File: src/rtl/booth_pkg.sv
// Shared types and helpers for the sequential radix-4 Booth multiplier.
package booth_pkg;

   // Controller states: waiting for operands, iterating digits, holding the product.
   typedef enum logic [1:0] {
      IDLE = 2'd0,
      CALC = 2'd1,
      DONE = 2'd2
   } state_t;

   // Three overlapping multiplier bits {b[2i+1], b[2i], b[2i-1]}.
   typedef logic [2:0] booth_code_t;

   // Decoded Booth digit: zero selects nothing, two_x selects 2A, neg subtracts.
   typedef struct packed {
      logic zero;
      logic two_x;
      logic neg;
   } booth_digit_t;

   // Number of radix-4 digits needed to cover a WIDTH+2 bit extended multiplier.
   function automatic int digit_count(input int width);
      return width / 2 + 1;
   endfunction

   // Standard radix-4 recoding table.
   function automatic booth_digit_t booth_decode(input booth_code_t code);
      booth_digit_t d;
      d = '{zero: 1'b0, two_x: 1'b0, neg: 1'b0};
      case (code)
         3'b000, 3'b111: d.zero  = 1'b1;
         3'b001, 3'b010: d.zero  = 1'b0;
         3'b011:         d.two_x = 1'b1;
         3'b100:         d = '{zero: 1'b0, two_x: 1'b1, neg: 1'b1};
         default:        d.neg   = 1'b1;   // 101, 110 -> -A
      endcase
      return d;
   endfunction

endpackage

File: src/rtl/booth_seq_mult_if.sv
// Operand/product handshake bundle for booth_seq_mult.
interface booth_seq_mult_if #(
   parameter int WIDTH = 8
) ();
   logic                 in_valid;
   logic                 in_ready;
   logic                 in_signed;
   logic [WIDTH-1:0]     in_a;
   logic [WIDTH-1:0]     in_b;
   logic                 out_valid;
   logic                 out_ready;
   logic [2*WIDTH-1:0]   out_p;

   // Requester side: presents operands and consumes products.
   modport master (
      output in_valid, in_signed, in_a, in_b, out_ready,
      input  in_ready, out_valid, out_p
   );

   // Multiplier side.
   modport slave (
      input  in_valid, in_signed, in_a, in_b, out_ready,
      output in_ready, out_valid, out_p
   );
endinterface

File: src/rtl/booth_pp_sel.sv
// Radix-4 partial-product selector: returns 0, A or 2A as a magnitude plus a negate flag.
module booth_pp_sel
   import booth_pkg::*;
#(
   parameter int WIDTH = 8
) (
   input  booth_code_t        code,
   input  logic [WIDTH+1:0]   a,
   output logic [WIDTH+2:0]   mag,
   output logic               neg
);

   booth_digit_t digit;

   assign digit = booth_decode(code);
   assign neg   = digit.neg;

   // Choose 0, sign-extended A, or A shifted left by one.
   always_comb begin
      mag = '0;
      if (!digit.zero) begin
         if (digit.two_x) mag = {a, 1'b0};
         else             mag = {a[WIDTH+1], a};
      end
   end

endmodule

File: src/rtl/booth_seq_mult.sv
// Iterative radix-4 Booth multiplier, one digit per clock, valid/ready on both sides.
module booth_seq_mult
   import booth_pkg::*;
#(
   parameter int WIDTH = 8
) (
   input  logic            clk,
   input  logic            rst_n,
   booth_seq_mult_if.slave bus
);

   localparam int N    = digit_count(WIDTH);
   localparam int CW   = $clog2(N) + 1;
   localparam int AW   = WIDTH + 2;       // extended operand width
   localparam int MW   = WIDTH + 3;       // selected magnitude width (room for 2A)
   localparam int ACCW = 2 * WIDTH + 4;   // accumulator width

   state_t             state_reg, state_next;
   logic [AW-1:0]      a_reg;
   logic [AW-1:0]      b_sh_reg;          // multiplier, shifted right two bits per digit
   logic               bm1_reg;           // bit just below the current digit pair
   logic [CW-1:0]      cnt_reg;
   logic [ACCW-1:0]    acc_reg;

   logic [AW-1:0]      a_ext, b_ext;
   logic [MW-1:0]      pp_mag;
   logic               pp_neg;
   logic [ACCW-1:0]    pp_wide, pp_shifted, addend, acc_next;
   logic               last_digit;

   // Extend operands by two bits so every radix-4 digit sees a proper sign.
   assign a_ext = {{2{bus.in_signed & bus.in_a[WIDTH-1]}}, bus.in_a};
   assign b_ext = {{2{bus.in_signed & bus.in_b[WIDTH-1]}}, bus.in_b};

   assign last_digit = (cnt_reg == CW'(N - 1));

   booth_pp_sel #(.WIDTH(WIDTH)) u_pp_sel (
      .code (booth_code_t'({b_sh_reg[1], b_sh_reg[0], bm1_reg})),
      .a    (a_reg),
      .mag  (pp_mag),
      .neg  (pp_neg)
   );

   // Weight the digit by 4^i; subtraction is ~x plus a carry-in of one.
   assign pp_wide    = {{(ACCW-MW){pp_mag[MW-1]}}, pp_mag};
   assign pp_shifted = pp_wide << {cnt_reg, 1'b0};
   assign addend     = pp_shifted ^ {ACCW{pp_neg}};
   assign acc_next   = acc_reg + addend + {{(ACCW-1){1'b0}}, pp_neg};

   // State register.
   always_ff @(posedge clk) begin
      if (!rst_n) state_reg <= IDLE;
      else        state_reg <= state_next;
   end

   // Next-state logic.
   always_comb begin
      state_next = state_reg;
      case (state_reg)
         IDLE:    if (bus.in_valid)  state_next = CALC;
         CALC:    if (last_digit)    state_next = DONE;
         DONE:    if (bus.out_ready) state_next = IDLE;
         default:                    state_next = IDLE;
      endcase
   end

   // Handshake outputs decoded purely from the registered state.
   always_comb begin
      bus.in_ready  = 1'b0;
      bus.out_valid = 1'b0;
      case (state_reg)
         IDLE:    bus.in_ready  = 1'b1;
         DONE:    bus.out_valid = 1'b1;
         default: ;
      endcase
   end

   assign bus.out_p = acc_reg[2*WIDTH-1:0];

   // Operand latch, digit iteration and accumulation.
   always_ff @(posedge clk) begin
      if (!rst_n) begin
         a_reg    <= '0;
         b_sh_reg <= '0;
         bm1_reg  <= 1'b0;
         cnt_reg  <= '0;
         acc_reg  <= '0;
      end else begin
         case (state_reg)
            IDLE: begin
               if (bus.in_valid) begin
                  a_reg    <= a_ext;
                  b_sh_reg <= b_ext;
                  bm1_reg  <= 1'b0;
                  cnt_reg  <= '0;
                  acc_reg  <= '0;
               end
            end
            CALC: begin
               acc_reg  <= acc_next;
               b_sh_reg <= {{2{b_sh_reg[AW-1]}}, b_sh_reg[AW-1:2]};
               bm1_reg  <= b_sh_reg[1];
               cnt_reg  <= cnt_reg + CW'(1);
            end
            default: ;
         endcase
      end
   end

endmodule

File: src/flat_wrapper.sv
// flat-port wrapper written by rule: the top's interface ports become plain ports
module booth_seq_mult_flat import booth_pkg::*;
#(
   parameter int WIDTH = 8
)
  (clk, rst_n, bus_in_valid, bus_in_signed, bus_in_a, bus_in_b, bus_out_ready, bus_in_ready, bus_out_valid, bus_out_p);
  booth_seq_mult_if #(.WIDTH(WIDTH)) bus_i ();
  input  logic clk;
  input  logic rst_n;
  input wire logic [$bits(bus_i.in_valid)-1:0] bus_in_valid;
  input wire logic [$bits(bus_i.in_signed)-1:0] bus_in_signed;
  input wire logic [$bits(bus_i.in_a)-1:0] bus_in_a;
  input wire logic [$bits(bus_i.in_b)-1:0] bus_in_b;
  input wire logic [$bits(bus_i.out_ready)-1:0] bus_out_ready;
  output wire logic [$bits(bus_i.in_ready)-1:0] bus_in_ready;
  output wire logic [$bits(bus_i.out_valid)-1:0] bus_out_valid;
  output wire logic [$bits(bus_i.out_p)-1:0] bus_out_p;
  assign bus_i.in_valid = bus_in_valid;
  assign bus_i.in_signed = bus_in_signed;
  assign bus_i.in_a = bus_in_a;
  assign bus_i.in_b = bus_in_b;
  assign bus_i.out_ready = bus_out_ready;
  assign bus_in_ready = bus_i.in_ready;
  assign bus_out_valid = bus_i.out_valid;
  assign bus_out_p = bus_i.out_p;
  booth_seq_mult #(.WIDTH(WIDTH)) u_core (.clk(clk), .rst_n(rst_n), .bus(bus_i));
endmodule
File: config.mk
export PLATFORM = sky130hd
export DESIGN_NAME = booth_seq_mult_flat
export DESIGN_NICKNAME = d
export VERILOG_FILES = /design/src/rtl/booth_pkg.sv /design/src/rtl/booth_seq_mult_if.sv /design/src/rtl/booth_pp_sel.sv /design/src/rtl/booth_seq_mult.sv /design/src/flat_wrapper.sv
export SDC_FILE = /design/constraint.sdc
export NUM_CORES = 1
export LEC_CHECK = 0
export ABC_AREA = 1
export BUFFER_PORTS_ARGS = -buffer_cell sky130_fd_sc_hd__buf_2
export CAP_MARGIN = 20
export CORE_ASPECT_RATIO = 0.75
export CORE_MARGIN = 2
export CORE_UTILIZATION = 55
export CTS_CLUSTER_DIAMETER = 80
export DETAILED_ROUTE_END_ITERATION = 16
export MAX_ROUTING_LAYER = met4
export PLACE_DENSITY = 0.76
export SETUP_SLACK_MARGIN = 0.2
export SKIP_CTS_REPAIR_TIMING = 1
export SYNTH_ARGS = -nofsm -noshare
export SYNTH_HDL_FRONTEND = slang
export SYNTH_SLANG_ARGS = --single-unit
export TNS_END_PERCENT = 30
File: constraint.sdc
create_clock -name clk -period 3.5 [get_ports clk]
set_clock_uncertainty 0.1 [all_clocks]
set_input_delay 1.05 -clock clk [delete_from_list [all_inputs] [get_ports clk]]
set_output_delay 1.05 -clock clk [all_outputs]
set_load 0.005 [all_outputs]
### Yosys cells after proc, flatten, opt, wreduce, memory -nomap -nowiden

Cells that the tools add are included.

* word-level logic and storage cells: 55
* output and inout bits: 18
* input bits: 21
* register bits after elaboration: 46

* reduce and logical (&&, ||, !) cells: 10
* shift operators: 1
* bitwise gates (word level): 4
* mux-type cells: 19
* equality and inequality tests: 11
* $add $sub $neg: 3

Operator list (number)
* case mux 20 bit (2 select lines): 1
* adder 20 x 1 -> 20 bit: 1
* adder 20 bit: 1
* 2-to-1 mux 20 bit: 1
* case mux 10 bit (2 select lines): 1
* left shift 20 x 5 -> 20 bit: 1
* XOR 20 bit: 1
* 2-to-1 mux 11 bit: 1
* 2-to-1 mux 10 bit: 1
* 2-to-1 mux 9 bit: 1
* case mux 4 bit (2 select lines): 1
* equality test 3 x 2 -> 1 bit (second input constant): 2
* equality test 3 bit (second input constant): 2
* 2-to-1 mux 1 bit: 6
* 2-to-1 mux 2 bit: 3
* case mux 2 bit (3 select lines): 1
* AND reduction 3 bit: 2
* OR reduction 5 bit: 1
* adder 4 x 1 -> 4 bit (second input constant): 1
* equality test 4 x 3 -> 1 bit (second input constant): 1
* 2-to-1 mux 4 bit: 1
* != test 2 bit (second input constant): 2
* AND reduction 2 bit: 2
* OR reduction 2 bit: 2
* other kinds (10): 11

### Depth between registers and ports, before layout

* depth in word-level cells: 10
* gate-level depth with buffers: 23
* mapped depth without buffers: 23

### Modules after synthesis

From an unflattened synthesis, not the netlist that was laid out.

* cells, all modules: 509
* area total of the unflattened synthesis: 3188.1 µm²

Modules (own cells, without submodules)
* booth_seq_mult: seq. area each 840.8 µm², area an instance 2921.6 µm², cells each 450, instances 1
* booth_pp_sel: seq. area each 0.0 µm², area an instance 266.5 µm², cells each 59, instances 1

### Least setup slack after synthesis

No wires, ideal clock.

* path kind: register -> register
* start point: register u_core.b_sh_reg[1]
* end point: register u_core.acc_reg[7]
* period minus slack after synthesis: 2.920 ns
* setup slack: 0.580 ns
* cell stages (with the launch flop): 22
* library setup time: 0.132 ns
* buffers on the path: 1
* required time: 3.268 ns
* arrival time: 2.688 ns
* cells stage by stage: dfxtp_1 -> inv_1 -> nand3_2 -> nand2_2 -> buf_6 -> a21oi_1 -> o21ai_1 -> nand2_1 -> nand2_1 -> inv_2 -> nand3_1 -> xor2_1 -> ha_1 -> a21oi_1 -> nor2_1 -> a211oi_1 -> nand2_2 -> nand2_2 -> nand2_2 -> or2_1 -> nand3_1 -> a21oi_1

* cells in the longest elaborated chain, start to end: 10
* elaborated cells between the ends (all ways): 19
* those cells by class: add/sub: 2; eq/ne: 5; shift: 1; mux: 6; bitwise: 1; reduce/logical: 4

RTL lines
* from (decl): line booth_seq_mult.sv:20 `logic [AW-1:0] b_sh_reg;`
* from (signal assigned): line booth_seq_mult.sv:93 `b_sh_reg <= b_ext;`
* from (signal assigned): line booth_seq_mult.sv:101 `b_sh_reg <= {{2{b_sh_reg[AW-1]}}, b_sh_reg[AW-1:2]};`
* equality test 3 x 2 -> 1 bit / equality test 3 bit (equally long branches): line booth_pkg.sv:30 `case (code)`
* OR reduction 2 bit (no source line)
* 2-to-1 mux 1 bit: line booth_pkg.sv:30
* 2-to-1 mux 9 bit: line booth_pp_sel.sv:22 `if (digit.two_x) mag = {a, 1'b0};`
* 2-to-1 mux 11 bit: line booth_pp_sel.sv:21 `if (!digit.zero) begin`
* left shift 20 x 5 -> 20 bit: line booth_seq_mult.sv:46 `assign pp_shifted = pp_wide << {cnt_reg, 1'b0};`
* XOR 20 bit: line booth_seq_mult.sv:47 `assign addend = pp_shifted ^ {ACCW{pp_neg}};`
* adder 20 bit: line booth_seq_mult.sv:48 `assign acc_next = acc_reg + addend + {{(ACCW-1){1'b0}}, pp_neg};`
* adder 20 x 1 -> 20 bit (*): line booth_seq_mult.sv:48
* case mux 20 bit (2 select lines) (*): line booth_seq_mult.sv:89 `case (state_reg)`
* to (signal assigned): line booth_seq_mult.sv:100 `acc_reg <= acc_next;`
* to (decl): line booth_seq_mult.sv:23 `logic [ACCW-1:0] acc_reg;`

Every way passes the cells marked *; elsewhere a longest branch is shown, timed or not.
A chain may end at the register's enable or synchronous reset.

### Worst setup path after layout

* start point: register u_core.b_sh_reg[0]
* end point: register u_core.acc_reg[15]

The elaborated chain is that of the path after synthesis.

==> impl_metrics.toml <==
[outcome]
status = "finished clean"

[sta]
tightest_slew_ns = 0.8576
hold_viol = 0
fmax_mhz = 298.2
maxSlewViolCount = 0
fin_crit_ns = 3.354
rsz0062_at_grt = "yes"
finalCritPeriodShare = 0.9583
setup_viol = 0
relSlewSlack = 0.4277

[synthesis]
ys_types = 38
syn-num-nets = 509
synth.yosys.warnings = 0
syn_avg_cell_area_sq_um = 6.601
syn-cell-area_sq_um = 3089
synth.ff_latch_count = 42
synth-seq-area-share = 0.2722
syn_inst = 468

[power]
internal_power_w = 0.0008811
power.leakage_nw = 1.690
p_switching_w = 0.0005953
power_frac_clock = 0.236
power_density_nw_per_um2 = 399.5
ir_drop_mv = 0.2543
totalPowerFinal_w = 0.001476
power_frac_comb = 0.394
switching_share = 0.4032
p_seq_frac = 0.370

[global_route]
overflow = 0
grt_pass1_vias = 2831
antenna_found_initial = 0
grt_pass1_wl_mm = 13.03
grt_max_degree = 26
grt_usage = 0.2677

[clocking]
clock-root-buffer = "clkbuf_8"
cts.sinks = 42
path_clk_slew_ns = 0.10
cts-htree-levels = 2
clock_latency_ns = 0.31
cts_buffer_depth = 2
cts_made_buffers = 5
cts_tree = "yes"

[floorplan]
dieArea_sq_um = 6239
dieHeight_microns = 68.91
boundaryPins = 39
core_area_sq_um = 5381
dieWidth_microns = 90.54
start_util = 0.5741
num_rows = 23

[setup_path]
worstSetupStartpointType = "flip-flop"
slowest_delay_ns = 0.40
worst_path_most_repeated_cell = "nand2_1"
crit_required_ns = 3.56
worstPathCellList = "nand2_2 -> nand2_2 -> o21ai_4 -> buf_4 -> buf_4 -> nand3_1 -> nor2_1 -> a41oi_2 -> o21ai_2 -> o21ai_1 -> xor2_1 -> ha_1 -> inv_1 -> nor3_2 -> inv_1 -> nor3_2 -> nand2_1 -> nand2_1 -> nand2_1 -> nand3_1 -> a21oi_1"
critical-path-slowest-cell = "dfxtp_4"
r2r-start = "u_core.b_sh_reg[0]$_SDFFE_PN0P_"
ff2ff_path_depth = 21
path_class = "reg2reg"
reg2reg_slack_ns = 0.15
cp-end-kind = "flip-flop"
rr_endpoint = "u_core.acc_reg[15]$_SDFFE_PN0P_"
cp_max_fo = 5
arrival_ns = 3.41

[cells_and_area]
nFillCells = 489
largest_reg_flops = 16
final_common_cell = "nand2_1"
insertedDiodeCount = 0
final_area_sq_um = 3696
layout_common_cells = "nand2_1 (110), a21oi_1 (47), inv_1 (39), dfxtp_1 (39), buf_2 (38)"
drive_above_1_share = 0.2331
num-nets-final = 559
area_growth_pct = 19.64

[detailed_routing]
wl_mm = 8.681
ant_nets = 0
via_count = 3348
drt_first_pass_iters = 5
drc_errors = 0
wire_per_inst_microns = 14.61
drt-vias-per-instance = 5.636
drt_iter0_drc = 234

[hold_path]
hold_end = "u_core.b_sh_reg[1]$_SDFFE_PN0P_"
worstHoldStart = "u_core.b_sh_reg[3]$_SDFFE_PN0P_"
holdPathStages = 2
hp-class = "reg2reg"

[placed_design]
placed_cell_area_sq_um = 3334
port_buffers = 38
gp_congestion = 0.9710
dp_hpwl_mm = 5.960

[run]
max_cap_violations = 0
through the flow:
stage,std cells,setup TNS [ns],util,hold WS [ns],worst slack [ns]
floorplan,468,0,-,0.3443,0.5799
global placement,569,0,0.6196,0.3528,0.1060
detailed placement,569,0,0.6196,0.3653,0.01857
CTS,577,-0.008569,0.6368,0.3796,-0.008569
global route,594,-0.008550,0.6868,0.3967,-0.008550
finish,594,0,0.6868,0.3724,0.1461
worst max path at each step:
stage | startpoint | to | slack (ns)
global route | u_core.b_sh_reg[0]$_SDFFE_PN0P_ | u_core.acc_reg[15]$_SDFFE_PN0P_ | -0.009
finish | u_core.b_sh_reg[0]$_SDFFE_PN0P_ | u_core.acc_reg[15]$_SDFFE_PN0P_ | 0.15
global placement | u_core.b_sh_reg[0]$_SDFFE_PN0P_ | u_core.acc_reg[7]$_SDFFE_PN0P_ | 0.11
floorplan | u_core.b_sh_reg[1]$_SDFFE_PN0P_ | u_core.acc_reg[7]$_SDFFE_PN0P_ | 0.58
CTS | u_core.b_sh_reg[0]$_SDFFE_PN0P_ | u_core.acc_reg[7]$_SDFFE_PN0P_ | -0.009
detailed placement | u_core.b_sh_reg[0]$_SDFFE_PN0P_ | u_core.acc_reg[7]$_SDFFE_PN0P_ | 0.02
synth_stat cells (all sizes together):
library cell / count / share of area
fa: 1 / 0.0065
inv: 42 / 0.051
o2111ai: 1 / 0.0028
buf: 6 / 0.014
a211oi: 2 / 0.0049
xor2: 15 / 0.043
nand3b: 1 / 0.0024
clkbuf: 13 / 0.016
dfxtp: 42 / 0.27
o211ai: 4 / 0.0097
ha: 19 / 0.077
o21a: 1 / 0.0024
a41oi: 1 / 0.0053
o21ai: 47 / 0.079
a21boi: 1 / 0.0024
nand2: 121 / 0.15
a21oi: 56 / 0.091
clkinv: 1 / 0.0012
a21o: 2 / 0.0049
a221oi: 1 / 0.0028
nor4: 1 / 0.0020
nor3: 6 / 0.0097
a31oi: 10 / 0.020
nand3: 38 / 0.068
or2: 3 / 0.0061
mux2i: 1 / 0.0032
o21bai: 1 / 0.0024
nor2: 25 / 0.033
nand4: 6 / 0.014
worst max-delay path, delay by kind of cell (launching register included):
family | cells | cell delay [ns]
AND/OR/NAND/NOR | 10 | 1.07
buffers and inverters | 4 | 0.49
XOR/XNOR | 1 | 0.13
AO/OA/AOI/OAI | 5 | 0.66
flip-flops | 1 | 0.40
adder cells (fa/ha/maj) | 1 | 0.35
final cells by class:
cell class | instances | area, sq um | share of cell area
Multi-Input combinational cell | 364 | 2126 | 0.5752
Sequential cell | 42 | 852.1 | 0.2305
Timing Repair Buffer | 62 | 370.4 | 0.1002
Inverter | 43 | 161.4 | 0.04367
Tap cell | 75 | 93.84 | 0.02539
Clock buffer | 5 | 68.82 | 0.01862
Clock inverter | 3 | 23.77 | 0.006432
cell families (layout without fill, tap and decap cells):
kind of cell	count (synthesis)	after routing	synth area share
fa+ha+maj	20	20	0.08344
mux	1	1	0.003240
compound gates	127	127	0.2272
xor+xnor	15	15	0.04253
flops	42	42	0.2722
buf+inv	62	113	0.08181
simple gates	201	201	0.2896
power groups by stage:
stage | registers (W) | logic [W] | clock network (W)
2_1_floorplan | 0.000552 | 0.000366 | 0
3_3_place_gp | 0.000554 | 0.000471 | 0
3_5_place_dp | 0.000555 | 0.000485 | 0
4_1_cts | 0.000545 | 0.000487 | 0.000350
5_1_grt | 0.000552 | 0.000643 | 0.000365
6_report | 0.000547 | 0.000582 | 0.000348
metal layers:
layer	share of wire	GRT usage	vias up
met5	0	-	-
met4	0.0085	0.07308	0
met3	0.066	0.04457	8
met2	0.45	0.4095	134
met1	0.47	0.3706	1521
li1	-	-	1685
No activity file was read; power rests on OpenSTA's default activity.
